--- config.mk ---
export PLATFORM = sky130hd
export DESIGN_NAME = key_event_gen
export DESIGN_NICKNAME = d
export VERILOG_FILES = /design/src/rtl/key_event_pkg.sv /design/src/rtl/key_debounce.sv /design/src/rtl/key_event_gen.sv
export SDC_FILE = /design/constraint.sdc
export NUM_CORES = 1
export LEC_CHECK = 0
export BUFFER_PORTS_ARGS = -buffer_cell sky130_fd_sc_hd__buf_2
export CAP_MARGIN = 10
export CORE_MARGIN = 4
export CORE_UTILIZATION = 46
export DETAILED_ROUTE_END_ITERATION = 6
export PLACE_DENSITY = 0.66
export SLEW_MARGIN = 20
export SYNTH_ARGS = -nofsm -noshare
export SYNTH_HDL_FRONTEND = slang
export SYNTH_HIERARCHICAL = 1
export SYNTH_SLANG_ARGS = --single-unit
--- constraint.sdc ---
create_clock -name i_clk -period 3.33 [get_ports i_clk]
set_input_delay 0.666 -clock i_clk [delete_from_list [all_inputs] [get_ports i_clk]]
set_output_delay 0.666 -clock i_clk [all_outputs]
set_load 0.005 [all_outputs]
--- src/rtl/key_event_pkg.sv ---
// Shared key indices, repeat states, default timing and helpers for key_event_gen.
package key_event_pkg;

    localparam int NKEY = 4;

    typedef enum logic [1:0] {
        K_DOWN   = 2'd0,
        K_UP     = 2'd1,
        K_BACK   = 2'd2,
        K_SELECT = 2'd3
    } key_idx_e;

    typedef enum logic [1:0] {
        R_IDLE,
        R_DELAY,
        R_RATE
    } rep_state_e;

    localparam int DEF_DEBOUNCE_CYC     = 60000;
    localparam int DEF_REPEAT_DELAY_CYC = 1500000;
    localparam int DEF_REPEAT_RATE_CYC  = 300000;

    function automatic int cnt_w(input int v);
        return $clog2(v + 1);
    endfunction

    // One-hot of the highest set request bit; select(3) outranks down(0).
    function automatic logic [NKEY-1:0] prio_pick(input logic [NKEY-1:0] req);
        prio_pick = '0;
        for (int i = 0; i < NKEY; i++) begin
            if (req[i]) begin
                prio_pick    = '0;
                prio_pick[i] = 1'b1;
            end
        end
    endfunction

endpackage

--- src/rtl/key_debounce.sv ---
// Per-key 2-flop synchroniser, stability counter, debounced level, arming and rise strobe.
import key_event_pkg::*;

module key_debounce #(
    parameter int DEBOUNCE_CYC = DEF_DEBOUNCE_CYC
) (
    input  logic clk,
    input  logic rst,
    input  logic key_n,
    output logic held,
    output logic rise
);
    localparam int CW = cnt_w(DEBOUNCE_CYC);

    logic [1:0]    sync_n;
    logic [CW-1:0] cnt;
    logic          armed;
    logic          level;

    assign level = ~sync_n[1];

    // The sync flops reset to "pressed" so a key held through reset never
    // looks released on the way out of reset and cannot arm early.
    always_ff @(posedge clk or posedge rst) begin
        if (rst) begin
            sync_n <= 2'b00;
            cnt    <= '0;
            held   <= 1'b0;
            armed  <= 1'b0;
            rise   <= 1'b0;
        end else begin
            sync_n <= {sync_n[0], key_n};
            rise   <= 1'b0;
            if (!held && !level)
                armed <= 1'b1;
            if (level != held) begin
                if (cnt == CW'(DEBOUNCE_CYC - 1)) begin
                    held <= level;
                    cnt  <= '0;
                    rise <= level & armed;
                end else begin
                    cnt <= cnt + CW'(1);
                end
            end else begin
                cnt <= '0;
            end
        end
    end

endmodule

--- src/rtl/key_event_gen.sv ---
// Debounced one-pulse-per-cycle key event generator with a priority queue.
// Define KEY_AUTO_REPEAT_EN to add hold-to-repeat on the up and down keys.
import key_event_pkg::*;

module key_event_gen #(
    parameter int DEBOUNCE_CYC     = DEF_DEBOUNCE_CYC,
    parameter int REPEAT_DELAY_CYC = DEF_REPEAT_DELAY_CYC,
    parameter int REPEAT_RATE_CYC  = DEF_REPEAT_RATE_CYC
) (
    input  logic            i_clk,
    input  logic            i_rst,
    input  logic [NKEY-1:0] i_key_n,
    output logic [NKEY-1:0] o_pulse,
    output logic [NKEY-1:0] o_held,
    output logic            o_pending
);
    logic [NKEY-1:0] held;
    logic [NKEY-1:0] rise;
    logic [NKEY-1:0] rep;
    logic [NKEY-1:0] pend;
    logic [NKEY-1:0] pend_all;
    logic [NKEY-1:0] sel;

    if (DEBOUNCE_CYC < 3 || REPEAT_DELAY_CYC < 1 || REPEAT_RATE_CYC < 1) begin : g_bad_cfg
        $error("key_event_gen: DEBOUNCE_CYC must be >= 3 and REPEAT_* >= 1");
    end

    for (genvar k = 0; k < NKEY; k++) begin : g_key
        key_debounce #(.DEBOUNCE_CYC(DEBOUNCE_CYC)) u_deb (
            .clk   (i_clk),
            .rst   (i_rst),
            .key_n (i_key_n[k]),
            .held  (held[k]),
            .rise  (rise[k])
        );
    end

`ifdef KEY_AUTO_REPEAT_EN
    localparam int RMAX = (REPEAT_DELAY_CYC > REPEAT_RATE_CYC) ? REPEAT_DELAY_CYC : REPEAT_RATE_CYC;
    localparam int RCW  = cnt_w(RMAX);

    for (genvar k = int'(K_DOWN); k <= int'(K_UP); k++) begin : g_rep
        rep_state_e     state, state_nxt;
        logic [RCW-1:0] cnt, cnt_nxt;
        logic           rep_k;

        always_ff @(posedge i_clk or posedge i_rst) begin
            if (i_rst) begin
                state <= R_IDLE;
                cnt   <= '0;
            end else begin
                state <= state_nxt;
                cnt   <= cnt_nxt;
            end
        end

        always_comb begin
            state_nxt = state;
            cnt_nxt   = cnt + RCW'(1);
            rep_k     = 1'b0;
            case (state)
                R_IDLE: begin
                    cnt_nxt = '0;
                    if (rise[k])
                        state_nxt = R_DELAY;
                end
                R_DELAY: begin
                    if (cnt == RCW'(REPEAT_DELAY_CYC - 1)) begin
                        rep_k     = 1'b1;
                        state_nxt = R_RATE;
                        cnt_nxt   = '0;
                    end
                end
                R_RATE: begin
                    if (cnt == RCW'(REPEAT_RATE_CYC - 1)) begin
                        rep_k   = 1'b1;
                        cnt_nxt = '0;
                    end
                end
                default: state_nxt = R_IDLE;
            endcase
            // Release overrides everything, so no repeat slips out after it.
            if (!held[k]) begin
                state_nxt = R_IDLE;
                cnt_nxt   = '0;
                rep_k     = 1'b0;
            end
        end

        assign rep[k] = rep_k;
    end
    assign rep[NKEY-1:int'(K_UP)+1] = '0;
`else
    assign rep = '0;
`endif

    // New events join the queue combinationally so an idle queue emits one cycle after the rise.
    assign pend_all = pend | rise | rep;
    assign sel      = prio_pick(pend_all);

    always_ff @(posedge i_clk or posedge i_rst) begin
        if (i_rst) begin
            pend      <= '0;
            o_pulse   <= '0;
            o_pending <= 1'b0;
        end else begin
            pend      <= pend_all & ~sel;
            o_pulse   <= sel;
            o_pending <= |(pend_all & ~sel);
        end
    end

    assign o_held = held;

endmodule
* Word-level counts from Yosys, hierarchy flattened
Cells that the tools add are included.
Word-level totals: flip-flop bits (word level) 93, input bits 6, output and inout bits 9, word-level logic and storage cells 79
Operators by class: add/subtract/negate cells 4, equal/unequal tests 8, muxes and demuxes 20, bitwise operators 11, reduce and logical (&&, ||, !) cells 13
Operator list (count):
- 16-bit 2-to-1 mux | 8
- 16-bit by 1-bit adder with 16-bit output (second input constant) | 4
- 16-bit equality test (second input constant) | 4
- 1-bit 2-to-1 mux | 9
- 4-bit 2-to-1 mux | 2
- 2-bit AND reduction | 4
- 1-bit AND | 4
- 4-bit AND | 1
- 1-bit logical AND | 4
- 1-bit zero test | 4
- 1-bit inequality test | 4
- 1-bit inverter | 4
- 4-bit inverter | 1
- 4-bit bitwise OR | 1
- 4-bit OR reduction | 1
- 2-bit 2-to-1 mux | 1

* Depth between registers and ports, before layout
depth in word-level cells 8, mapped depth 6, mapped depth without buffers 6

* Modules after synthesis
Netlist, hierarchy kept.
Modules (own cells, without submodules):
- key_debounce | instances 4, cells each 97, area an instance 1033.5 µm², sequential area each 525.5 µm²
- key_event_gen | instances 1, cells each 24, area an instance 286.5 µm², sequential area each 200.2 µm²

* Least setup slack after synthesis
OpenSTA, ideal clock, no wires.
path kind reg2reg, from register g_key[0].u_deb.cnt[0], to register g_key[0].u_deb.cnt[10], setup time 0.119 ns, arrival time 1.393 ns, data required time 3.211 ns, slack 1.818 ns, cell stages (with the launch flop) 7, path buffers 1, period minus slack after synthesis 1.512 ns, cell sequence dfrtp_1 -> ha_1 -> nand4_4 -> nor4_2 -> a21bo_2 -> buf_6 -> nor2_1
Between the ends: cells in the longest elaborated chain, start to end 3, elaborated cells on any way between the ends 4, those cells by class add/sub (1); eq/ne (1); mux (2)
Ends and longest elaborated chain:
- start, declared | line key_debounce.sv:16 | logic [CW-1:0] cnt;
- start signal, assigned | line key_debounce.sv:42 | cnt <= cnt + CW'(1);
- 16-bit by 1-bit adder with 16-bit output or 16-bit equality test (tied branches) | line key_debounce.sv:42, key_debounce.sv:37
- 16-bit 2-to-1 mux * | line key_debounce.sv:37 | if (cnt == CW'(DEBOUNCE_CYC - 1)) begin
- 16-bit 2-to-1 mux * | line key_debounce.sv:36 | if (level != held) begin
Mark *: on every way between the ends. The rest lies on a longest branch, timed or not. A chain may end at the register's enable or synchronous reset.

* Worst setup path after layout
from register g_key[1].u_deb.cnt[0], to register g_key[1].u_deb.cnt[12]
Between the ends: cells in the longest elaborated chain, start to end 3, elaborated cells on any way between the ends 4, those cells by class add/sub (1); eq/ne (1); mux (2)
Ends and longest elaborated chain (line):
- start, declared | key_debounce.sv:16
- start signal, assigned | key_debounce.sv:42
- 16-bit by 1-bit adder with 16-bit output or 16-bit equality test (tied branches) | key_debounce.sv:42, key_debounce.sv:37
- 16-bit 2-to-1 mux * | key_debounce.sv:37
- 16-bit 2-to-1 mux * | key_debounce.sv:36
Marked as above.

==> results_dict.tcl <==
set metrics [dict create \
    period_needed_ns 1.70 \
    first_pass_iters 4 \
    synth_edf_count 0 \
    drv_cap 0 \
    combPwrFrac_pct 3.6 \
    final_nets 443 \
    grt_max_degree 22 \
    die-width_um 106 \
    via_count 2830 \
    min_path_type "in -> async" \
    design.core.area_um2 9280 \
    r2r_cells 5 \
    fillers 876 \
    clock.fmax_ghz 0.589 \
    drc 0 \
    initial_core_util_pct 47.6 \
    fin_skew_ns 0.0139 \
    syn2layout_area_growth_pct 8.24 \
    track_usage_pct 14.0 \
    setup_ws_ns 1.63 \
    r2r_end "g_key[1].u_deb/cnt[12]" \
    avgSynthCellArea_um2 10.7 \
    layout_common_cells "92 x dfrtp_1, 70 x nor2_1, 44 x xnor2_1" \
    post-cts-setup-buffers 0 \
    finalMaxSlewViolations 0 \
    rsz0062_at_grt "no" \
    die_area_um2 11200 \
    finalSetupViolCount 0 \
    finalHoldViolCount 0 \
    clockPowerShare_pct 38.0 \
    p_int_mw 1.50 \
    h-tree-depth 3 \
    path_max_fanout 14 \
    gp_congestion 0.803 \
    crit_type "reg -> reg" \
    drive_gt1_share_pct 15.4 \
    setup_tns_ns 0 \
    clkLatencyLatePin_ns 0.35 \
    synthFlopType "dfrtp_1" \
    synth_nets 426 \
    status "finished clean" \
    yosysSeqAreaShare_pct 52.1 \
    p_seq_share_pct 58.4 \
    cp_data_required_time_ns 3.56 \
    antennaDiodeCount 0 \
    synth_area_um2 4420 \
    synthCells 412 \
    antenna_found_initial 0 \
    root_buffer "clkbuf_8" \
    dp_slack_ns 1.61 \
    port_buffers 14 \
    cp-end-kind "flip-flop" \
    ys_ff_latch 92 \
    wl_um 7100 \
    clk_pin_slew_ns 0.09 \
    slew_headroom_pct 46.8 \
    drt-vias-per-instance 5.03 \
    grt_pass1_vias 2789 \
    async_flop_share_pct 100 \
    cts_tree "done" \
    yosysWarnings 6 \
    ant_nets 0 \
    worst_pin_slew_ns 0.797 \
    ctsHoldBuffers 0 \
    r2r_slack_ns 1.63 \
    clk_path_buf_depth 2 \
    clkSinkCount 92 \
    grt_pass1_wl_um 12800 \
    rows 35 \
    ioPinCount 15 \
    wire_per_inst_um 12.6 \
    synth_cell_types 31 \
    dp_hpwl_um 5090 \
    switchingPower_uw 463 \
    cts_buffers 9 \
    cts_resized 0 \
    arrival_ns 1.93 \
    peakVddDrop_mv 0.352 \
    final_common_cell "dfrtp_1" \
    finalCritPeriodShare_pct 51.0 \
    drt_iter0_drc 92 \
    r2r_start "g_key[1].u_deb/cnt[0]" \
    swShare_pct 23.5 \
    p_leak_nw 1.99 \
    p_per_area_nw_per_um2 411 \
    overflow 0 \
    cp-start-kind "flip-flop" \
    fp.dieH_um 106 \
]
[worst max-delay path: stages (launching register included)]
cell and delay [ns]:
dfrtp_1 0.40, ha_1 0.26, nand4_4 0.18, nor4_2 0.30
a21bo_2 0.36, nor2_1 0.09
[power by group through the flow]
stage	clock network (mW)	registers, mW	logic, mW
floorplan	0	1.17	0.0590
global placement	0	1.17	0.0720
detailed placement	0	1.17	0.0747
CTS	0.785	1.15	0.0750
global route	0.830	1.15	0.0846
finish	0.748	1.15	0.0712
[state kept, by name (all words and copies together), names as in the netlist]
| register | flops |
|---|---|
| g_key.u_deb/armed | 4 |
| o_pulse | 4 |
| g_key.u_deb/rise | 4 |
| g_key.u_deb/sync_n | 8 |
| pend | 3 |
| o_pending | 1 |
| g_key.u_deb/held | 4 |
| g_key.u_deb/cnt | 64 |
[layer usage]
layer / vias up / GRT usage, % / part of all wire (%)
met5: - / 0 / 0
met4: 0 / 4.26 / 1.3
met3: 7 / 4.07 / 2.8
met2: 25 / 21.9 / 46
met1: 1375 / 19.0 / 50
li1: 1423 / - / -
[Yosys cell counts (5+ instances only)]
library cell | n | area [um2]
xor2_1 | 8 | 70.1
ha_1 | 8 | 100
nand3_1 | 16 | 80.1
xnor2_1 | 44 | 385
inv_1 | 30 | 113
and2_1 | 9 | 56.3
nand2_1 | 29 | 109
a21oi_1 | 5 | 25.0
nor3_1 | 8 | 40.0
nor2_1 | 70 | 263
dfrtp_1 | 92 | 2300
nand4_1 | 12 | 75.1
nor4_2 | 12 | 150
nor4_1 | 16 | 100
[metrics by stage]
step                      cells  util (%)  hold WS (ns)  total power [mW]  area, um2
after floorplan             412         -         0.331              1.23       4420
after global placement      547      49.4         0.333              1.24       4590
final                       563      51.5         0.295              1.97       4780
after global routing        563      51.5         0.298              2.07       4780
after CTS                   563      51.5         0.294              2.01       4780
after detailed placement    547      49.4         0.337              1.25       4590
[how the worst max path moves through the flow]
stage	start	to	slack (ns)	depth (start not counted)
after floorplan	g_key[0].u_deb/cnt[0]	g_key[0].u_deb/cnt[10]	1.82	6
after global placement	g_key[2].u_deb/cnt[0]	g_key[2].u_deb/cnt[3]	1.65	5
after detailed placement	g_key[1].u_deb/cnt[0]	g_key[1].u_deb/cnt[3]	1.61	5
after CTS	g_key[1].u_deb/cnt[0]	g_key[1].u_deb/cnt[12]	1.59	5
after global routing	g_key[3].u_deb/cnt[0]	g_key[3].u_deb/cnt[6]	1.46	5
final	g_key[1].u_deb/cnt[0]	g_key[1].u_deb/cnt[12]	1.63	5
[logic make-up (layout without fill, tap and decap cells)]
| logic type | Yosys count | in the layout | synth area share, % |
|---|---|---|---|
| AO/OA/AOI/OAI | 15 | 15 | 2.55 |
| flip-flops | 92 | 92 | 52.1 |
| adder cells (fa/ha/maj) | 8 | 8 | 2.26 |
| buffers and inverters | 38 | 60 | 4.02 |
| AND/OR/NAND/NOR | 203 | 203 | 27.9 |
| multiplexers | 4 | 4 | 0.906 |
| XOR/XNOR | 52 | 52 | 10.3 |
[final cells by class]
type	instances	area (um2)	share of cell area [%]
Sequential cell	92	2300	48.1
Multi-Input combinational cell	282	1940	40.6
Tap cell	129	161	3.37
Clock buffer	10	128	2.67
Inverter	30	113	2.35
Clock inverter	6	70.1	1.46
Timing Repair Buffer	14	70.1	1.46
Note: power is estimated with default switching activity, not from simulation.
